==> config.mk <==
export PLATFORM = sky130hd
export DESIGN_NAME = tc_serializer
export DESIGN_NICKNAME = d
export VERILOG_FILES = /design/src/rtl/tc_serializer.sv
export SDC_FILE = /design/constraint.sdc
export NUM_CORES = 1
export LEC_CHECK = 0
export CORE_MARGIN = 5
export CORE_UTILIZATION = 51
export CTS_CLUSTER_DIAMETER = 50
export CTS_CLUSTER_SIZE = 16
export DETAILED_ROUTE_END_ITERATION = 16
export PLACE_DENSITY = 0.77
export SYNTH_ARGS = -nofsm -noshare
export SYNTH_HDL_FRONTEND = slang
export SYNTH_SLANG_ARGS = --single-unit
==> constraint.sdc <==
create_clock -name t_clk -period 1.86 [get_ports t_clk]
set_clock_uncertainty 0.2 [all_clocks]
set_input_delay 0.186 -clock t_clk [delete_from_list [all_inputs] [get_ports t_clk]]
set_output_delay 0.186 -clock t_clk [all_outputs]
set_load 0.02 [all_outputs]
==> src/rtl/tc_serializer.sv <==
// Parallel-to-serial front end for a bit-serial two's-complement stage.
// Each accepted word gets a one-cycle frame_rst, then WIDTH bits go out LSB first.
module tc_serializer #(
  parameter int WIDTH = 8
) (
  input  logic             t_clk,
  input  logic             r,
  input  logic             load_valid,
  input  logic [WIDTH-1:0] din,
  output logic             load_ready,
  output logic             i_out,
  output logic             bit_valid,
  output logic             last,
  output logic             frame_rst,
  output logic [7:0]       frames_sent
);

  localparam int CW = (WIDTH > 1) ? $clog2(WIDTH) : 1;
  localparam logic [CW-1:0] LAST_IDX = CW'(WIDTH - 1);

  typedef enum logic [1:0] {
    IDLE  = 2'd0,
    SYNC  = 2'd1,
    SHIFT = 2'd2
  } state_t;

  state_t           state_reg;
  logic [WIDTH-1:0] shreg_reg;
  logic [WIDTH-1:0] shreg_shifted;
  logic [CW-1:0]    count_reg;
  logic [CW-1:0]    count_inc;
  logic [7:0]       frames_reg;
  logic             i_out_reg;
  logic             bit_valid_reg;
  logic             last_reg;
  logic             sync_reg;
  logic             load_ready_reg;
  logic             accept;

  // Logical right shift with a zero entering at the MSB.
  generate
    for (genvar gi = 0; gi < WIDTH; gi++) begin : g_shift
      if (gi == WIDTH - 1) begin : g_msb
        assign shreg_shifted[gi] = 1'b0;
      end else begin : g_body
        assign shreg_shifted[gi] = shreg_reg[gi+1];
      end
    end
  endgenerate

  assign count_inc = count_reg + 1'b1;
  assign accept    = load_valid & load_ready_reg;

  // Outputs are carried in their own flops so every port is a clean register
  // output; next values are computed for the cycle being entered.
  always_ff @(posedge t_clk or negedge r) begin
    if (!r) begin
      state_reg      <= IDLE;
      shreg_reg      <= '0;
      count_reg      <= '0;
      frames_reg     <= 8'd0;
      i_out_reg      <= 1'b0;
      bit_valid_reg  <= 1'b0;
      last_reg       <= 1'b0;
      sync_reg       <= 1'b0;
      load_ready_reg <= 1'b1;
    end else begin
      unique case (state_reg)
        IDLE: begin
          if (accept) begin
            state_reg      <= SYNC;
            shreg_reg      <= din;
            count_reg      <= '0;
            sync_reg       <= 1'b1;
            load_ready_reg <= 1'b0;
          end
        end

        SYNC: begin
          state_reg      <= SHIFT;
          count_reg      <= '0;
          sync_reg       <= 1'b0;
          bit_valid_reg  <= 1'b1;
          i_out_reg      <= shreg_reg[0];
          last_reg       <= 1'b0;
          load_ready_reg <= 1'b0;
        end

        SHIFT: begin
          if (!last_reg) begin
            shreg_reg      <= shreg_shifted;
            count_reg      <= count_inc;
            i_out_reg      <= shreg_reg[1];
            last_reg       <= (count_inc == LAST_IDX);
            load_ready_reg <= (count_inc == LAST_IDX);
          end else begin
            // MSB cycle ends: count the frame and either chain or go idle.
            frames_reg    <= frames_reg + 8'd1;
            count_reg     <= '0;
            i_out_reg     <= 1'b0;
            bit_valid_reg <= 1'b0;
            last_reg      <= 1'b0;
            if (accept) begin
              state_reg      <= SYNC;
              shreg_reg      <= din;
              sync_reg       <= 1'b1;
              load_ready_reg <= 1'b0;
            end else begin
              state_reg      <= IDLE;
              shreg_reg      <= shreg_shifted;
              sync_reg       <= 1'b0;
              load_ready_reg <= 1'b1;
            end
          end
        end

        default: begin
          state_reg      <= IDLE;
          shreg_reg      <= '0;
          count_reg      <= '0;
          i_out_reg      <= 1'b0;
          bit_valid_reg  <= 1'b0;
          last_reg       <= 1'b0;
          sync_reg       <= 1'b0;
          load_ready_reg <= 1'b1;
        end
      endcase
    end
  end

  // Downstream is held cleared for the whole time reset is low.
  assign frame_rst   = ~r | sync_reg;
  assign load_ready  = load_ready_reg;
  assign i_out       = i_out_reg;
  assign bit_valid   = bit_valid_reg;
  assign last        = last_reg;
  assign frames_sent = frames_reg;

endmodule
# == After elaboration in Yosys (flattened, before gate mapping) ==
# Index checks and enable logic that the tools add are counted.
# op_classes
addsub,2
eq_ne,5
n_mux,25
bitwise,5
n_reduce_logical,5
# ops
operator,n
two-way mux 8 bit,3
case mux 8 bit (3 select lines),1
two-way mux 1 bit,10
case mux 1 bit (3 select lines),3
adder 8 x 1 -> 8 bit (second input constant),1
AND reduction 2 bit,4
two-way mux 3 bit,2
case mux 2 bit (3 select lines),1
case mux 3 bit (2 select lines),1
two-way mux 2 bit,2
inequality test 2 bit (second input constant),2
case mux 1 bit (2 select lines),2
adder 3 x 1 -> 3 bit (second input constant),1
equality test 3 bit (second input constant),1
NOT 1 bit,3
equality test 2 x 1 -> 1 bit (second input constant),1
equality test 2 bit (second input constant),1
zero test 2 bit,1
bitwise AND 1 bit,1
bitwise OR 1 bit,1
# word_totals
regBits,26
word_cells,51

# == Depth between registers and ports, before layout ==
# depth
word_depth,4
mapped_depth,7
ltp_nobuf,5

# == Least setup slack after synthesis ==
# OpenSTA, ideal clock, no wires.
# synth_timing
path_kind,register to register
startpoint,register state_reg[0]
endpoint,"register frames_reg[1], in the netlist frames_sent[1]"
arrival_ns,1.324
slack_ns,0.211
path_stages_with_launch,6
period_less_slack_ns,1.649
path_cell_list,dfrtp_1 -> inv_1 -> ha_1 -> and2_2 -> buf_6 -> mux2_4
# synth_via
elab_chain_len,2
# synth_rtl
item,line,rtl
"start, declared",27,state_t state_reg;
"start signal, assigned",58,state_reg <= IDLE;
"start signal, assigned",71,state_reg <= SYNC;
"start signal, assigned",80,state_reg <= SHIFT;
equality test 2 bit,68,unique case (state_reg)
AND reduction 2 bit (no source line),n/a,
"end signal, assigned",98,frames_reg <= frames_reg + 8'd1;
"end, declared",32,logic [7:0] frames_reg;
# Every way passes these cells.
# A chain may end at the register's enable or synchronous reset.

# == Worst setup path after layout ==
# layout_timing
startpoint,"register frames_reg[0], in the netlist frames_sent[0]"
endpoint,output frames_sent[0]
# layout_rtl
item,line,rtl
"end, declared",15,output logic [7:0] frames_sent
# No word-level cell between the ends.

==> impl_metrics.tcl <==
set metrics [dict create \
    cpPeakStageDelay_ns 0.63 \
    grt_first_pass_wirelength_mm 5.595 \
    endpoint_kind "output pin" \
    num_vias 1157 \
    start_util 0.5277 \
    synth-seq-cells 26 \
    wirelength_mm 3.129 \
    pre_cts_ws_ns 0.06558 \
    crit_path_max_fanout 4 \
    cts_buffer_depth 2 \
    numPortBuffers 23 \
    drive_gt1_frac 0.1463 \
    cp_top_family "buffers and inverters" \
    overflow 0 \
    drt_iter0_drc 65 \
    drt_pre_antenna_iters 4 \
    syn_nets 153 \
    root_buffer "clkbuf_4" \
    start_kind "flip-flop" \
    path_cells "clkdlybuf4s50_1" \
    grt_max_degree 27 \
    antennaDiodeCount 0 \
    leakagePower_nw 0.8806 \
    synth_top_cells_by_count "dfrtp_1 (25), o21ai_0 (15), nand4_1 (11), mux2i_1 (8), nand2_1 (8)" \
    max_slew_margin 0.7789 \
    ys_seq_area_frac 0.4558 \
    synth_top_cell_by_area "dfrtp_1" \
    slew_viol_final 0 \
    die_area_sq_um 3963 \
    clock-sinks 26 \
    hold_viol 0 \
    period_minus_slack_ns 1.754 \
    powerDensity_nw_per_um2 1315 \
    final_nets 183 \
    cp_slowest_cell "clkdlybuf4s50_1" \
    seq_area_sq_um 653.1 \
    die_width_um 62.96 \
    clock_latency_ns 0.33 \
    multi_input_area_sq_um 703.2 \
    via_per_inst 5.933 \
    clk_pin_slew_ns 0.16 \
    synth_edf_count 0 \
    crit_arrival_ns 1.37 \
    die_h_um 62.96 \
    wire_per_inst_um 16.05 \
    hold_path.class "primary input to asynchronous set/reset pin" \
    criticalPathCategory "flip-flop to output pin" \
    cts_made_buffers 3 \
    io_pins 24 \
    reg2reg_depth 5 \
    synth_top_area_share 0.4374 \
    peakVddDrop_uv 1149 \
    r2r_slack_ns 0.12 \
    maxCapViolations 0 \
    synth_area_per_cell_sq_um 10.59 \
    synth_area_sq_um 1430 \
    core-area_sq_um 2710 \
    num_rows 19 \
    synth_cell_types 38 \
    fillers 213 \
    async_flop_share 1.000 \
    setup_viol 0 \
    tightest_slew_ns 0.3317 \
    setup_ws_ns 0.1058 \
    path_buf_inv 1 \
    synth_area_leaders "dfrtp_1 (44%), ha_1 (6.1%), mux2i_1 (5.6%)" \
    synthMostInstantiatedCell "dfrtp_1" \
    status "finished clean" \
    cp.depth 1 \
    dp.final_hpwl_mm 2.284 \
    yosysWarnings 0 \
    gp_congestion 0.7919 \
    drc 0 \
    cts_tree "built" \
    timing.critical_path.required_ns 1.47 \
    area_growth_pct 25.72 \
    final_antenna_net_count 0 \
    grt_pass1_vias 1254 \
    antenna_found_initial 0 \
    htree_levels 1 \
    grt_use_total 0.1710 \
    synth_cells 135 \
    fin_crit_sh 0.9431 \
    ys.flop_type "dfrtp_1" \
    fmax_mhz 570.1 \
    fin_setup_tns_ns 0 \
]
routing by layer:
metal  global-route usage  part of all wire  vias up
met5                    0                 0        -
met4              0.07958             0.022        0
met3              0.03597             0.044       10
met2               0.2949              0.51       35
met1               0.1993              0.42      565
li1                     -                 -      547
path summary, 6_finish.rpt:
kind	startpoint	end
max	frames_sent[0]$_DFFE_PN0P_	frames_sent[0]
min reg2reg	frames_sent[7]$_DFFE_PN0P_	frames_sent[7]$_DFFE_PN0P_
min in group t_clk	din[7]	shreg_reg[7]$_DFFE_PN0P_
max in group asynchronous	r	load_ready$_DFFE_PN1P_
max reg2reg	state_reg[0]$_DFFE_PN0P_	load_ready$_DFFE_PN1P_
min	r	shreg_reg[7]$_DFFE_PN0P_
final cells by class:
class | count | area share
sequential | 26 | 0.3633
clock buffer | 3 | 0.01253
inverter | 5 | 0.01044
clock inverter | 1 | 0.01670
tap | 31 | 0.02157
multi-input combinational | 94 | 0.3911
timing repair buffer | 35 | 0.1844
power by group:
group | internal [mW] | switching, mW
Combinational | 0.526 | 0.614
Clock | 0.218 | 0.172
Sequential | 0.722 | 0.111
Total | 1.47 | 0.898
cell families after synthesis:
family | count (synthesis) | share of synthesized area
AO/OA/AOI/OAI | 36 | 0.1706
XOR/XNOR | 8 | 0.04900
adder cells (fa/ha/maj) | 7 | 0.06124
buffers and inverters | 15 | 0.05774
flip-flops | 26 | 0.4558
multiplexers | 9 | 0.06649
AND/OR/NAND/NOR | 34 | 0.1391
placed cells by master, fill, tap and decap left out, types with 2 or more instances in the layout:
| cell | count |
|---|---|
| dfrtp_1 | 24 |
| clkdlybuf4s50_1 | 17 |
| o21ai_0 | 15 |
| buf_4 | 12 |
| nand4_1 | 11 |
| nand2_1 | 8 |
| mux2i_1 | 8 |
| o211ai_1 | 7 |
| ha_1 | 7 |
| xnor2_1 | 6 |
| inv_1 | 5 |
| dlymetal6s2s_1 | 5 |
| nand2b_1 | 3 |
| o31ai_1 | 3 |
| clkbuf_4 | 3 |
| and3_1 | 2 |
| xor2_1 | 2 |
| nand3_1 | 2 |
| o2bb2ai_1 | 2 |
| nand3_2 | 2 |
worst register-to-register path, cell delays in order, from the launching register on:
cell and delay (ns):
dfrtp_1 0.43, buf_4 0.14, ha_1 0.20, buf_4 0.17
or3_1 0.33, a32oi_1 0.20
stage by stage:
| stage | hold WS, ns | std cells | total power [mW] | util | area, sq um |
|---|---|---|---|---|---|
| floorplan | -0.3096 | 135 | 1.589 | - | 1430 |
| global placement | 0.2633 | 189 | 1.889 | 0.6311 | 1710 |
| detailed placement | 0.2617 | 189 | 1.940 | 0.6311 | 1710 |
| CTS | 0.1080 | 193 | 2.334 | 0.6505 | 1763 |
| global route | 0.09335 | 195 | 2.545 | 0.6634 | 1798 |
| finish | 0.09087 | 195 | 2.364 | 0.6634 | 1798 |
timing repair:
item                                    in CTS  in global routing
pin swaps                                    0                  1
gates resized for setup                      2                  6
hold buffers                                 0                  0
buffers inserted                             0                  2
endpoints found under the setup margin       2                 19
(Power assumes the default switching activity.)
==> edit (same settings) <==
The parameter `WIDTH` goes from 8 to 16.
--- a/src/rtl/tc_serializer.sv
+++ b/src/rtl/tc_serializer.sv
@@ -3,3 +3,3 @@
 module tc_serializer #(
-  parameter int WIDTH = 8
+  parameter int WIDTH = 16
 ) (
Interface: changed (resized din); port bits go from 24 to 32. No check against the original RTL was run, so the function may have changed too.
==> edit against the original RTL <==
  * Combinational power grew 40%
  * Final area rose by 38%
  * Synthesized area is 38% higher
  * Wire length grew 44%
  * Register-to-register slack lost 0.04 ns
  * Via count is 41% higher
  * Clock power up 37%
  * Total power grew 39%
  * Sequential cell count up 9
  * Worst hold slack improved by 0.053 ns
  * Worst setup slack worse by 0.029 ns
  * Highest routed layer unchanged
==> edit: results (changes against the original RTL) <==
status=finished clean; largest net degree at the start of global routing=36 (+33%); fraction of area in multi-input gates=40.5% (+1.4 points); post-synthesis compound-gate area fraction=17.9% (+0.80 points); sequential fraction of the synthesis area=44.4% (-1.2 points); global-route wire length before repair=7730 um (+38%); Register Area=878 um^2 (+34%); adder-cell share of the synthesized area=4.43% (-1.7 points); clk pwr=535 uW (+37%); kind of critical path=flip-flop to flip-flop; Multi-In Gates=137 (+46%); IO buf count=31 (+35%); worst-skew pair later-pin latency=0.29 ns (-0.04 ns); mux contribution to synthesized area=9.25% (+2.6 points); post-layout utilization of the core=66.6% (+0.26 points); fill count=290 (+36%); CTS sink cnt=35 (+35%); Buffers, non-clock=46 (+31%); worst setup path startpoint=state_reg[0]$_DFFE_PN0P_; Worst Max-Slew Pin Slew=0.458 ns (+0.126 ns); crit path capture=count_reg[2]$_DFFE_PN0P_; Yosys cell types=41 (+7.9%); Peak VDD IR=0.000787 V (-32%); total number of vias=1,629 (+41%); Routability Congestion=0.830 (+4.7%); Power Dens Cells=1320 nW/um^2 (+0.65%); syn_nets=219 (+43%); seq pwr=1.14 mW (+37%); CTS Buf Count=5 (+2); Clk pin slew, worst setup/hold paths=0.07 ns (-0.09 ns)
-- edit: changes by cell type after synthesis, moves of 3 or more --
cell	before	now
nor2b_1	1	4
and3b_1	0	3
buf_4	1	4
nand4_1	11	18
dfrtp_1	25	34
mux2i_1	8	16
o21ai_0	15	22
clkbuf_1	1	5
buf_2	5	8
o211ai_1	7	14
-- edit: routing by layer --
layer	vias to the layer above	GRT usage, %	share of wire [%]
met1	771	24.5	44
met2	59	29.9	48
li1	789	-	-
met5	-	0	0
met3	10	4.29	5.7
met4	0	7.52	2.0
-- edit: cells by family after synthesis --
group                    count (synthesis)
flip-flops                              35
multiplexers                            18
AO/OA/AOI/OAI                           53
XOR/XNOR                                 8
buffers and inverters                   21
adder cells (fa/ha/maj)                  7
AND/OR/NAND/NOR                         51
-- edit: worst register-to-register path, stage by stage (launching register included) --
cell     delay (ns)
dfrtp_1        0.38
inv_1          0.11
ha_2           0.24
buf_4          0.17
nor2b_2        0.18
buf_4          0.17
nand3_1        0.10
o21ai_1        0.16
